[src/rtl/aes_stream_packer_pkg.sv]
// Shared state encoding, sizes and word-select helper for the AES
// input-bus stream packer.
package aes_pkg;

    typedef enum logic [2:0] {
        ST_IDLE,
        ST_CMD,
        ST_KEY_LO,
        ST_KEY_HI,
        ST_IV,
        ST_DATA
    } state_t;

    localparam int WORDS_PER_BLK   = 4;
    localparam int BLK_BITS        = 128;
    localparam int AES128_KEY_BITS = 128;
    localparam int AES256_KEY_BITS = 256;

    // Most-significant word first: idx 0 selects bits [127:96].
    function automatic logic [31:0] blk_word(
        input logic [BLK_BITS-1:0] blk,
        input logic [1:0]          idx
    );
        logic [31:0] w;
        w = blk[31:0];
        unique case (idx)
            2'd0: w = blk[127:96];
            2'd1: w = blk[95:64];
            2'd2: w = blk[63:32];
            2'd3: w = blk[31:0];
            default: w = blk[31:0];
        endcase
        return w;
    endfunction

endpackage

[src/rtl/aes_stream_packer_if.sv]
// Upstream block handshake plus controller-side word bus of the
// stream packer.
interface aes_stream_packer_if
    import aes_pkg::*;
#(
    parameter int BUS_DATA_WIDTH = 32
);
    logic                      blk_tvalid;
    logic                      blk_tready;
    logic [BLK_BITS-1:0]       blk_tdata;
    logic                      bus_data_wren;
    logic                      bus_tlast;
    logic [BUS_DATA_WIDTH-1:0] bus_data;
    logic                      controller_in_busy;

    modport master (
        input  blk_tvalid,
        input  blk_tdata,
        input  controller_in_busy,
        output blk_tready,
        output bus_data_wren,
        output bus_tlast,
        output bus_data
    );

    modport slave (
        output blk_tvalid,
        output blk_tdata,
        output controller_in_busy,
        input  blk_tready,
        input  bus_data_wren,
        input  bus_tlast,
        input  bus_data
    );
endinterface

[src/rtl/aes_stream_packer_word_serializer.sv]
// 128-bit holding register emitted as four 32-bit words, MS word first;
// shared by the key, IV and data fields.
module aes_word_serializer
    import aes_pkg::*;
(
    input  logic                clk,
    input  logic                reset,
    input  logic                i_load,
    input  logic [BLK_BITS-1:0] i_data,
    input  logic                i_adv,
    output logic [31:0]         o_word,
    output logic                o_last
);

    logic [BLK_BITS-1:0] r_data;
    logic [1:0]          r_idx;

    // A load restarts the index and wins over a concurrent advance.
    always_ff @(posedge clk or posedge reset) begin
        if (reset) begin
            r_data <= '0;
            r_idx  <= '0;
        end else if (i_load) begin
            r_data <= i_data;
            r_idx  <= '0;
        end else if (i_adv) begin
            r_idx  <= r_idx + 2'd1;
        end
    end

    assign o_word = blk_word(r_data, r_idx);
    assign o_last = (r_idx == 2'(WORDS_PER_BLK - 1));

endmodule

[src/rtl/aes_stream_packer.sv]
// Frames command, key, optional IV and data blocks into one 32-bit word
// stream for the AES controller input bus.
module aes_stream_packer
    import aes_pkg::*;
#(
    parameter int BUS_DATA_WIDTH = 32,
    parameter int CNT_WIDTH      = 16
)(
    input  logic                       clk,
    input  logic                       reset,
    input  logic                       start,
    input  logic [BUS_DATA_WIDTH-1:0]  cmd,
    input  logic [AES256_KEY_BITS-1:0] key,
    input  logic                       key_256,
    input  logic [BLK_BITS-1:0]        iv,
    input  logic                       need_iv,
    input  logic [CNT_WIDTH-1:0]       blk_count,
    output logic                       busy,
    output logic                       done,
    aes_stream_packer_if.master        bus
);

    state_t r_state;
    state_t w_next;

    logic [BUS_DATA_WIDTH-1:0]  r_cmd;
    logic [AES256_KEY_BITS-1:0] r_key;
    logic                       r_key256;
    logic [BLK_BITS-1:0]        r_iv;
    logic                       r_need_iv;
    logic [CNT_WIDTH-1:0]       r_cnt;
    logic                       r_full;
    logic                       r_done;

    logic                w_start;
    logic                w_more;
    logic                w_avail;
    logic                w_wren;
    logic                w_to_data;
    logic                w_field_end;
    logic                w_tready;
    logic                w_blk_load;
    logic                w_tlast;
    logic                w_ser_load;
    logic [BLK_BITS-1:0] w_ser_data;
    logic [31:0]         w_ser_word;
    logic                w_ser_last;

    assign w_start = (r_state == ST_IDLE) && start && !r_done;
    assign w_more  = (r_cnt != '0);

    aes_word_serializer u_ser (
        .clk    (clk),
        .reset  (reset),
        .i_load (w_ser_load),
        .i_data (w_ser_data),
        .i_adv  (w_wren),
        .o_word (w_ser_word),
        .o_last (w_ser_last)
    );

    always_ff @(posedge clk or posedge reset) begin
        if (reset) begin
            r_state <= ST_IDLE;
        end else begin
            r_state <= w_next;
        end
    end

    always_comb begin
        w_next = r_state;
        unique case (r_state)
            ST_IDLE: begin
                if (w_start) w_next = ST_CMD;
            end
            ST_CMD: begin
                if (w_wren) w_next = ST_KEY_LO;
            end
            ST_KEY_LO: begin
                if (w_field_end) begin
                    if (r_key256)       w_next = ST_KEY_HI;
                    else if (r_need_iv) w_next = ST_IV;
                    else if (w_more)    w_next = ST_DATA;
                    else                w_next = ST_IDLE;
                end
            end
            ST_KEY_HI: begin
                if (w_field_end) begin
                    if (r_need_iv)   w_next = ST_IV;
                    else if (w_more) w_next = ST_DATA;
                    else             w_next = ST_IDLE;
                end
            end
            ST_IV: begin
                if (w_field_end) begin
                    w_next = w_more ? ST_DATA : ST_IDLE;
                end
            end
            ST_DATA: begin
                if (w_field_end && !w_more) w_next = ST_IDLE;
            end
            default: w_next = ST_IDLE;
        endcase
    end

    // w_to_data marks the field whose last word precedes the data blocks.
    always_comb begin
        w_avail    = 1'b0;
        w_to_data  = 1'b0;
        w_ser_load = 1'b0;
        w_ser_data = r_key[AES128_KEY_BITS-1:0];
        unique case (r_state)
            ST_CMD:    w_avail = 1'b1;
            ST_KEY_LO: begin
                w_avail   = 1'b1;
                w_to_data = !r_key256 && !r_need_iv;
            end
            ST_KEY_HI: begin
                w_avail   = 1'b1;
                w_to_data = !r_need_iv;
            end
            ST_IV: begin
                w_avail   = 1'b1;
                w_to_data = 1'b1;
            end
            ST_DATA: begin
                w_avail   = r_full;
                w_to_data = 1'b1;
            end
            default: ;
        endcase

        w_wren      = w_avail && !bus.controller_in_busy;
        w_field_end = w_wren && w_ser_last && (r_state != ST_CMD);
        w_tready    = w_more &&
                      (((r_state == ST_DATA) && !r_full) ||
                       (w_field_end && w_to_data));
        w_blk_load  = w_tready && bus.blk_tvalid;
        w_tlast     = w_field_end && w_to_data && !w_more;

        if (w_blk_load) begin
            w_ser_load = 1'b1;
            w_ser_data = bus.blk_tdata;
        end else if ((r_state == ST_CMD) && w_wren) begin
            w_ser_load = 1'b1;
            w_ser_data = r_key[AES128_KEY_BITS-1:0];
        end else if (w_field_end && (r_state == ST_KEY_LO) && r_key256) begin
            w_ser_load = 1'b1;
            w_ser_data = r_key[AES256_KEY_BITS-1:AES128_KEY_BITS];
        end else if (w_field_end && !w_to_data) begin
            w_ser_load = 1'b1;
            w_ser_data = r_iv;
        end
    end

    always_ff @(posedge clk or posedge reset) begin
        if (reset) begin
            r_cmd     <= '0;
            r_key     <= '0;
            r_key256  <= 1'b0;
            r_iv      <= '0;
            r_need_iv <= 1'b0;
            r_cnt     <= '0;
            r_full    <= 1'b0;
            r_done    <= 1'b0;
        end else begin
            r_done <= w_tlast;
            if (w_start) begin
                r_cmd     <= cmd;
                r_key     <= key;
                r_key256  <= key_256;
                r_iv      <= iv;
                r_need_iv <= need_iv;
                r_cnt     <= blk_count;
            end else if (w_blk_load) begin
                r_cnt <= r_cnt - CNT_WIDTH'(1);
            end
            if (w_blk_load) begin
                r_full <= 1'b1;
            end else if ((r_state == ST_DATA) && w_field_end) begin
                r_full <= 1'b0;
            end
        end
    end

    assign bus.bus_data_wren = w_wren;
    assign bus.bus_tlast     = w_tlast;
    assign bus.blk_tready    = w_tready;
    assign bus.bus_data      = !w_avail ? '0 :
                               (r_state == ST_CMD) ? r_cmd : w_ser_word;
    assign busy              = (r_state != ST_IDLE);
    assign done              = r_done;

endmodule

[src/flat_wrapper.sv]
// flat-port wrapper written by rule: the top's interface ports become plain ports
module aes_stream_packer_flat import aes_pkg::*;
#(
    parameter int BUS_DATA_WIDTH = 32,
    parameter int CNT_WIDTH      = 16
)
  (clk, reset, start, cmd, key, key_256, iv, need_iv, blk_count, busy, done, bus_blk_tvalid, bus_blk_tdata, bus_controller_in_busy, bus_blk_tready, bus_bus_data_wren, bus_bus_tlast, bus_bus_data);
  aes_stream_packer_if #(.BUS_DATA_WIDTH(BUS_DATA_WIDTH)) bus_i ();
  input  logic clk;
  input  logic reset;
  input  logic start;
  input  logic [BUS_DATA_WIDTH-1:0] cmd;
  input  logic [AES256_KEY_BITS-1:0] key;
  input  logic key_256;
  input  logic [BLK_BITS-1:0] iv;
  input  logic need_iv;
  input  logic [CNT_WIDTH-1:0] blk_count;
  output logic busy;
  output logic done;
  input wire logic [$bits(bus_i.blk_tvalid)-1:0] bus_blk_tvalid;
  input wire logic [$bits(bus_i.blk_tdata)-1:0] bus_blk_tdata;
  input wire logic [$bits(bus_i.controller_in_busy)-1:0] bus_controller_in_busy;
  output wire logic [$bits(bus_i.blk_tready)-1:0] bus_blk_tready;
  output wire logic [$bits(bus_i.bus_data_wren)-1:0] bus_bus_data_wren;
  output wire logic [$bits(bus_i.bus_tlast)-1:0] bus_bus_tlast;
  output wire logic [$bits(bus_i.bus_data)-1:0] bus_bus_data;
  assign bus_i.blk_tvalid = bus_blk_tvalid;
  assign bus_i.blk_tdata = bus_blk_tdata;
  assign bus_i.controller_in_busy = bus_controller_in_busy;
  assign bus_blk_tready = bus_i.blk_tready;
  assign bus_bus_data_wren = bus_i.bus_data_wren;
  assign bus_bus_tlast = bus_i.bus_tlast;
  assign bus_bus_data = bus_i.bus_data;
  aes_stream_packer #(.BUS_DATA_WIDTH(BUS_DATA_WIDTH), .CNT_WIDTH(CNT_WIDTH)) u_core (.clk(clk), .reset(reset), .start(start), .cmd(cmd), .key(key), .key_256(key_256), .iv(iv), .need_iv(need_iv), .blk_count(blk_count), .busy(busy), .done(done), .bus(bus_i));
endmodule
[config.mk]
export PLATFORM = sky130hd
export DESIGN_NAME = aes_stream_packer_flat
export DESIGN_NICKNAME = d
export VERILOG_FILES = /design/src/rtl/aes_stream_packer_pkg.sv /design/src/rtl/aes_stream_packer_if.sv /design/src/rtl/aes_stream_packer_word_serializer.sv /design/src/rtl/aes_stream_packer.sv /design/src/flat_wrapper.sv
export SDC_FILE = /design/constraint.sdc
export NUM_CORES = 2
export LEC_CHECK = 0
export ABC_AREA = 1
export BUFFER_PORTS_ARGS = -buffer_cell sky130_fd_sc_hd__buf_2
export CORE_MARGIN = 8
export CORE_UTILIZATION = 31
export CTS_BUF_LIST = sky130_fd_sc_hd__clkbuf_16
export DETAILED_ROUTE_END_ITERATION = 16
export PLACE_DENSITY = 0.49
export SLEW_MARGIN = 15
export SYNTH_ARGS = -nofsm -noshare
export SYNTH_HDL_FRONTEND = slang
export SYNTH_SLANG_ARGS = --single-unit
[constraint.sdc]
create_clock -name clk -period 20.1 [get_ports clk]
set_clock_uncertainty 0.05 [all_clocks]
set_input_delay 4.02 -clock clk [delete_from_list [all_inputs] [get_ports clk]]
set_output_delay 4.02 -clock clk [all_outputs]
set_load 0.01 [all_outputs]
==> reports/qor.csv <==
stage;metric;value;unit
outcome;status;completed;
synthesis;Mapped Nets;4563;
worst_setup_path;CP max stage cell;a31oi_1;
finish;fill cell count;10010;
grt;largest net degree at the start of global routing;192;
sta;fmax;108.4;MHz
finish;Multi-input gate area;11650;sq um
finish;layout cell share with drive strength beyond 1;0.1699;
die;die width;319.7;microns
routing;number of remaining DRC errors;0;
sta;Setup-failing EPs final;0;
synthesis;Gate Count Post-Synth;3991;
synthesis;Synth warnings;0;
worst_setup_path;kind of critical path;input pin to output pin;
job;max_cap viols;0;
pwr;Seq pwr share;0.371;
clocking;hold buffers post-CTS;0;
routing;Starting DRT DRC Count;2006;
sta;slew at the pin with the worst max-slew slack;1.118;ns
clocking;clock latency on the worst-skew pair;0.62;ns
synthesis;#FFs+latches synth;569;
worst_setup_path;crit end category;output pin;
place;post-DP HPWL;84.26;mm
worst_setup_path;CP Data Required Time;16.03;ns
place;I/O Buffers;603;
synthesis;EDFF count, synth;0;
worst_setup_path;Crit path largest cell delay;0.30;ns
synthesis;post-synthesis async set-or-reset flop share;1.000;
routing;via count;26890;
pwr;combinational share of power;0.391;
die;io pins;604;
clocking;CTS clk-pin slew, worst paths;0.06;ns
die;Starting Density;0.3125;
synthesis;Most used DFF post-synth;dfrtp_1;
pwr;Int Power;3107;uW
sta;Fin. Hold Viols;0;
worst_setup_path;CP Data Arrival Time;5.15;ns
place;dpl cell area;32340;sq um
pwr;sw frac;0.4233;
pwr;VDD IR-drop max;63.48;uV
die;die area;102200;sq um
worst_hold_path;Hold Crit Class;flip-flop to flip-flop;
worst_setup_path;CP Max Fanout;5;
sta;minimum clock period;9.223;ns
synthesis;synthesized area per cell;7.166;sq um
grt;GRT busiest layer;met2;
grt;vias in the first global route;27210;
routing;routed length per placed instance;20.59;microns
worst_setup_path;Worst setup SP type;input pin;
finish;fin nets;5012;
clocking;CTS root buf;clkbuf_16;
clocking;CTS H-tree lvls;3;
clocking;Clock Path Buffers;3;
sta;max-slew violation count;0;
grt;first-pass GRT wire length;173.7;mm
grt;global route total overflow;0;
synthesis;Netlist cell types;29;
routing;Initial DRT Pass Iterations;5;
die;core area;91520;sq um
place;gpl congestion;0.8111;
clocking;TritonCTS clock tree;yes;
pwr;Psw;2281;uW
routing;Via density;4.725;
worst_setup_path;critical path's top delay family;buffers and inverters;
clocking;clock sinks;569;
finish;total area of sequential cells;14240;sq um
sta;RSZ-0062 raised after global routing;false;
clocking;CTS Buf Count;72;
die;Die Y;319.7;microns
grt;M2 GR Usage;0.3604;
finish;post-route cell area;34640;sq um
die;num rows;111;
finish;area growth from synthesis to layout;21.11;%
pwr;PD cells;155.6;nW/um^2
worst_setup_path;worst path cell trace;buf_2 > inv_1 > nand3_2 > inv_1 > nand2_1 > a31oi_1 > buf_2;
grt;grt met1 use;0.2896;
worst_setup_path;worst path bufs/invs;4;
sta;setup_tns;0;ns
pwr;clock power share;0.237;
clocking;Post-CTS Setup Inserts;0;
grt;Total GRT Usage;0.2222;
sta;Final period util;0.4589;
routing;final wirelength;117.2;mm
grt;GR Util met3;0.05431;
synthesis;Netlist Area Pre-Place;28600;sq um
sta;Slew headroom;0.2536;
synthesis;sequential cell area fraction in the yosys report;0.4978;
grt;initial antenna violation count;22;
clocking;Resize count post-CTS;0;
pwr;Pleak;0.01774;uW
routing;ANT nets after route;0;
[sequential cells by signal (all words and copies together) (netlist names)]
signal and flops:
u_core.r_key 256, u_core.r_iv 128, u_core.u_ser.r_data 128, u_core.r_cmd 32, u_core.r_cnt 16, u_core.r_state 3, u_core.u_ser.r_idx 2, u_core.done 1
u_core.r_full 1, u_core.r_key256 1, u_core.r_need_iv 1
[placed cells by master, fill, tap and decap left out, types with 4 or more instances in the layout]
master     netlist  routed
nand3_1        143     142
clkinv_2         0       8
buf_2           73     602
diode_2          0      13
bufinv_16        0       7
a31oi_1         33      33
a21oi_1         45      45
dfrtp_1        569     569
nand2_1       1269    1268
ha_1             5       5
inv_2            5       5
o31ai_1          4       4
nor3_1           5       4
clkbuf_16        0      72
clkinv_1         1      16
inv_1          421     430
nor2_1         639     638
nand4_1        131     131
inv_6            0       7
buf_4           23      35
o21ai_0        434     434
[tightest hold or removal path, delay by kind of cell, from the launching register on]
family           cells  cell delay, ns
DFF                  1            0.34
and+or+nand+nor      2            0.09
[final timing paths]
| kind | startpoint | end | slack (ns) | cells after the start |
|---|---|---|---|---|
| worst min-delay path | u_core.r_cmd[26] | u_core.r_cmd[26] | 0.42 | 2 |
| worst min register to register | u_core.r_cmd[26] | u_core.r_cmd[26] | 0.42 | 2 |
| max in group asynchronous | reset | u_core.r_key[157] | 13.57 | 5 |
| worst max register to register | u_core.r_state[1] | u_core.u_ser.r_data[69] | 15.11 | 15 |
| worst max-delay path | bus_controller_in_busy | bus_bus_tlast | 10.88 | 7 |
| min in group asynchronous | reset | u_core.r_iv[101] | 3.42 | 2 |
[final cells by class]
cell class / instances / share of cell area
tap: 1186 / 0.04284
antenna: 13 / 0.0009391
sequential: 569 / 0.4111
multi-input combinational: 2729 / 0.3364
timing repair buffer: 641 / 0.09662
clock inverter: 53 / 0.01355
clock buffer: 72 / 0.05201
inverter: 427 / 0.04663
[kinds of logic after synthesis]
family / Yosys count / share of synthesized area
simple gates: 2200 / 0.3088
fa+ha+maj: 5 / 0.002187
buf+inv: 693 / 0.09716
xor+xnor: 3 / 0.0009188
compound gates: 521 / 0.09314
flops: 569 / 0.4978
[synthesized netlist by cell type, types with 4 or more instances]
cell | instances | share of area
ha_1 | 5 | 0.0022
nor2_2 | 4 | 0.00087
inv_2 | 5 | 0.00066
nand2_1 | 1269 | 0.17
nand4_1 | 131 | 0.029
nor3_1 | 5 | 0.00087
clkbuf_1 | 165 | 0.022
a31oi_1 | 33 | 0.0072
inv_1 | 421 | 0.055
dfrtp_1 | 569 | 0.50
a21oi_1 | 45 | 0.0079
o21ai_0 | 434 | 0.076
buf_4 | 23 | 0.0060
o31ai_1 | 4 | 0.0010
nand3_2 | 4 | 0.0014
nand3_1 | 143 | 0.025
nor2_1 | 639 | 0.084
buf_1 | 5 | 0.00066
buf_2 | 73 | 0.013
[metal layers]
metal  vias to the layer above  part of all wire  wire (microns)
li1                      13300                 -               -
met3                       180             0.063            7359
met1                     12750              0.44           51590
met4                         6             0.032            3706
met2                       651              0.46           54480
met5                         -           0.00028              33
[power groups by stage]
stage,logic (uW),clock network [uW],registers (uW)
after floorplan,1430,0,1890
after global placement,2090,0,2010
after detailed placement,2130,0,2020
after CTS,2140,1320,2010
after global routing,2430,1360,2060
final,2110,1280,2000
[through the flow]
| step | power, uW | hold slack [ns] | util | setup slack, ns | cells |
|---|---|---|---|---|---|
| floorplan | 3318 | 0.3832 | - | 0.1140 | 3991 |
| global placement | 4105 | 0.3977 | 0.3533 | 10.83 | 5552 |
| detailed placement | 4150 | 0.4034 | 0.3533 | 10.89 | 5552 |
| CTS | 5465 | 0.4182 | 0.3781 | 10.88 | 5677 |
| global route | 5847 | 0.4334 | 0.3783 | 10.84 | 5683 |
| finish | 5388 | 0.4158 | 0.3785 | 10.88 | 5690 |
Power figures use the tool's default switching activity.
